**config.mk**
```make
export PLATFORM = sky130hd
export DESIGN_NAME = gray_to_binary
export DESIGN_NICKNAME = d
export VERILOG_FILES = /design/src/rtl/gray_to_binary.sv
export SDC_FILE = /design/constraint.sdc
export NUM_CORES = 1
export LEC_CHECK = 0
export ABC_CLOCK_PERIOD_IN_PS = 2200
export CORE_AREA = 2 2 39 41
export DETAILED_ROUTE_END_ITERATION = 8
export DIE_AREA = 0 0 41 43
export HOLD_SLACK_MARGIN = 0.08
export PLACE_DENSITY = 0.47
export SYNTH_ARGS = -nofsm -noshare
export SYNTH_HDL_FRONTEND = slang
export SYNTH_SLANG_ARGS = --single-unit
```
**constraint.sdc**
```tcl
create_clock -name clk -period 2.2 [get_ports clk]
set_clock_uncertainty 0.15 [all_clocks]
set_input_delay 0.44 -clock clk [delete_from_list [all_inputs] [get_ports clk]]
set_output_delay 0.44 -clock clk [all_outputs]
set_load 0.03 [all_outputs]
```
**src/rtl/gray_to_binary.sv**
```systemverilog
// gray_to_binary: registered Gray-to-binary converter with valid strobe and optional step checker
//
// Converts one WIDTH-bit Gray word per clock with one cycle of latency.
// Optional feature macro: GRAY2BIN_STEP_CHECK_EN (adds a non-unit Gray step detector).
//
// Ports:
//   clk        in   1      clock, all state updates on the rising edge
//   rst        in   1      synchronous active-high reset
//   in_valid   in   1      qualifies gray this cycle
//   gray       in   WIDTH  Gray-coded input word
//   out_valid  out  1      registered copy of in_valid
//   binary     out  WIDTH  registered binary equivalent of the last accepted word
//   step_err   out  1      one-cycle pulse on a non-unit Gray step (0 when checker absent)
module gray_to_binary #(
    parameter int WIDTH = 4
) (
    input  logic             clk,
    input  logic             rst,
    input  logic             in_valid,
    input  logic [WIDTH-1:0] gray,
    output logic             out_valid,
    output logic [WIDTH-1:0] binary,
    output logic             step_err
);
    logic [WIDTH-1:0] binary_d, binary_q;
    logic             out_valid_q;
    // Each binary bit is the XOR of all Gray bits at or above its position.
    always_comb begin
        binary_d = '0;
        for (int i = 0; i < WIDTH; i++)
            binary_d[i] = ^(gray >> i);
    end
    always_ff @(posedge clk) begin
        if (rst) begin
            binary_q    <= '0;
            out_valid_q <= 1'b0;
        end else begin
            out_valid_q <= in_valid;
            if (in_valid)
                binary_q <= binary_d;
        end
    end
    assign binary    = binary_q;
    assign out_valid = out_valid_q;
`ifdef GRAY2BIN_STEP_CHECK_EN
    logic [WIDTH-1:0] last_gray_q;
    logic             has_last_q;
    logic             step_err_d, step_err_q;
    // A legal Gray stream changes at most one bit per accepted word; repeats are allowed.
    always_comb step_err_d = in_valid && has_last_q && ($countones(gray ^ last_gray_q) > 1);
    always_ff @(posedge clk) begin
        if (rst) begin
            last_gray_q <= '0;
            has_last_q  <= 1'b0;
            step_err_q  <= 1'b0;
        end else begin
            step_err_q <= step_err_d;
            if (in_valid) begin
                last_gray_q <= gray;
                has_last_q  <= 1'b1;
            end
        end
    end
    assign step_err = step_err_q;
`else
    assign step_err = 1'b0;
`endif
endmodule

```
# Yosys cells after proc, flatten, opt, wreduce, memory -nomap -nowiden
# Cells that the tools add are included.
# totals
reg_bits	5
input_bits	7
out_inout_bits	6
elab_cells	6
# op_classes
n_reduce_logical	4
# ops
cell	n
parity 4 bit	4

# Depth between registers and ports, before layout
# depth
ltp_word	1
depth_mapped	3
ltp_nobuf	3

# Least setup slack after synthesis
# OpenSTA, ideal clock, no wires.
# synth_path
kind	input-to-reg
from	in gray[3]
to	reg binary_q[0] (netlist: binary[0])
setup_time_ns	0.079
arrival_ns	1.165
required_time_ns	1.971
setup_slack_ns	0.806
cell_stages	3
cell_sequence	xnor3_1 > xor2_1 > a211oi_2
# synth_between
elab_chain_cells	1
# synth_lines
item	line_no	source
start: declaration	20	input logic [WIDTH-1:0] gray,
parity 4 bit	31	binary_d[i] = ^(gray >> i);
end signal: assignment	40	binary_q <= binary_d;
end: declaration	25	logic [WIDTH-1:0] binary_d, binary_q;
# No other way between the ends.
# A chain may end at the register's enable or synchronous reset.

# Final worst setup path
# layout_path
from	reg binary_q[2] (netlist: binary[2])
to	out binary[2]
# layout_rtl
item	line_no	source
end: declaration	22	output logic [WIDTH-1:0] binary,
# No word-level cell between the ends.

==> metrics.md <==
| Metric | Value |
|---|---|
| Die Wd | 41 µm |
| Area of the mapped netlist | 221 µm² |
| Power share of the clock group | a little under two fifths |
| Starting DRC count in detailed routing | 1 |
| Layout Utilization | 26.5% |
| Insertion delay to the later sink of the worst-skew pair | 0.23 ns |
| Std cell rows | 14 |
| Ys Warns | 0 |
| Buffers from clock root to sink, at most | 2 |
| RSZ-0062 raised after global routing | no |
| Placer Congestion | 0.675 |
| Gate count of the mapped netlist | 21 |
| Most common cell after layout, fill and taps aside | sky130_fd_sc_hd__clkdlybuf4s50_1 |
| Cell type of the slowest stage on the worst timing path | sky130_fd_sc_hd__clkdlybuf4s50_1 |
| Count of instances resized after the clock tree is built | 0 |
| Setup TNS | 0 ns |
| Combined area of the multi-input logic cells | 106 µm² |
| P_sw | 0.0692 mW |
| Sequential fraction of design power | 37.6% |
| Total area of sequential cells | 100 µm² |
| Largest stage delay on the critical path | 0.67 ns |
| H-tree levels | 1 |
| Largest net degree at the start of global routing | 8 |
| Setup slack at placement | 0.196 ns |
| Final critical-path share of the clock period | 82.8% |
| Initial core utilization | between 10% and 20% |
| Signal arrival time at the worst endpoint | 1.23 ns |
| Flops & latches, synth | 5 |
| CP Class | reg2out |
| Critical Path Fanout Max | 2 |
| Total via count after detailed routing | 189 |
| Vias per cell | 3.78 |
| Count of nets after finishing | 42 |
| Run status | completed |
| Fill cells | 149 |
| Average wire length per cell after detail routing | 9.92 µm |
| Element type at the critical path end | output pin |
| Antenna diodes | 0 |
| DIE HEIGHT | 43 µm |
| Core region area | 0.00138 mm² |
| CTS tree | done |
| Worst vdd rail ir drop | 279 µV |
| Post-DP Area | 340 µm² |
| Pwr dens | 737 mW/mm² |
| Final setup violation count | 0 |
| Library cell used as clock root buffer | sky130_fd_sc_hd__clkbuf_4 |
| Port-buffer cells | 11 |
| Cell family with most CP delay | buffers and inverters |
| Number of buffers added by the clock tree synthesis step | 3 |
| First-pass DRT Iterations | 2 |
| Maxcap violations | 0 |
| Worst hold-check path type | reg2reg |
| Total Die Area | 0.00176 mm² |
| Fraction of layout instances using a drive strength above 1 | 14.7% |
| Number of antenna-violating nets in the routed design | 0 |
| Required time reported for the critical path endpoint | ~1.6 ns |
| Final-report hold violation count | 0 |
| Average cell area after synthesis | 10.5 µm² |
| Net switching share of the total power | between 20 and 30% |
| Final wirelength | 496 µm |
| Post-CTS Repair Setup Buffers | 0 |
| Clock input transition at the sequential cells of the worst setup and hold paths | 0.04 ns |
| HPWL reported at the end of detailed placement | ~410 µm |
| Number of pins exceeding their max-slew limit in the final report | 0 |
| Int Power | 0.201 mW |
| Number of top-level design ports | 13 |
| Layout Area Growth over Synthesis | 65.5% |
| Residual DRC count | 0 |
| Final instance area | roughly 370 µm² |
| Clock net sink count | 5 |
| Leakage component of the power | 0.147 nW |
| Smallest setup slack after layout | 0.377 ns |
| Hold bufs inserted after CTS | 0 |
| Sequential share of the synthesized area | 45.2% |
| Remaining global-route overflow | 0 |
| Tot GR Track Use | 7.85% |
| Global-route wire length before repair | 828 µm |
| Number of antenna violations at the first check in global routing | 0 |
| Cell-by-cell trace of the critical path | clkdlybuf4s50_1 |
| CP Buf/Inv Count | 1 |
| Commonest cells after routing, fill and taps aside | sky130_fd_sc_hd__clkdlybuf4s50_1, sky130_fd_sc_hd__dfxtp_1, sky130_fd_sc_hd__nor2_1 |
| Startpoint Class | flip-flop |
| Synth Net Count | 28 |
| Yosys cell types | 14 |
| Combinational share of power | approximately a quarter |
| Number of global-route vias before repair | 204 |
| Minimum period implied by the final worst setup slack | around 1.8 ns |
| Maximum clock frequency | ~550 MHz |
-- final timing paths --
kind	endpoint	slack, ns	depth (start not counted)	from
hold reg to reg	binary[2]	0.35	2	binary[2]
setup reg to reg	binary[1]	1.30	3	binary[1]
hold / removal	binary[2]	0.35	2	binary[2]
setup / recovery	binary[2]	0.38	1	binary[2]
-- logic make-up after synthesis --
logic type | Yosys count | share of synthesized area (%)
flops | 5 | 45.2
simple gates | 5 | 9.60
xor+xnor | 3 | 18.1
mux | 2 | 9.60
compound gates | 2 | 9.04
other cells | 1 | 1.69
buf+inv | 3 | 6.78
-- final cells by class --
cell class,instances,share of cell area [%]
repair buffers,11,30.0
well taps,16,5.46
clock buffers,4,7.17
inverters,1,1.02
multi-input cells,13,29.0
flip-flops and latches,5,27.3
-- per-layer routing --
layer	GRT usage [%]	wire length, µm	vias up
met5	0	0	-
met4	2.00	0	0
met3	7.85	63	0
met2	11.3	250	10
met1	7.79	182	86
li1	-	-	93
-- synthesized netlist by cell type (all sizes together) --
cell    count  area, µm²
dfxtp       5        100
nor2        4       15.0
xnor2       1       8.76
xnor3       1       22.5
nor2b       1       6.26
a211oi      2       20.0
conb        1       3.75
clkbuf      1       3.75
mux2i       1       10.0
mux2        1       11.3
buf         1       7.51
inv         1       3.75
xor2        1       8.76
-- registers in the layout (all words and copies together), names as in the netlist --
| name | count |
|---|---|
| out_valid | 1 |
| binary | 4 |
-- power by group through the flow --
stage | clock (mW) | combinational [mW] | sequential [mW]
finish | 0.101 | 0.0674 | 0.101
global placement | 0 | 0.0669 | 0.103
global route | 0.116 | 0.0727 | 0.102
CTS | 0.106 | 0.0683 | 0.102
floorplan | 0 | 0.0255 | 0.117
detailed placement | 0 | 0.0681 | 0.103
-- through the flow --
step,cells,hold WS [ns],power (mW)
finish,50,0.355,0.270
detailed placement,46,0.350,0.171
CTS,50,0.355,0.276
global placement,46,0.324,0.169
global route,50,0.378,0.291
floorplan,21,0.355,0.142
(Power assumes the default switching activity.)
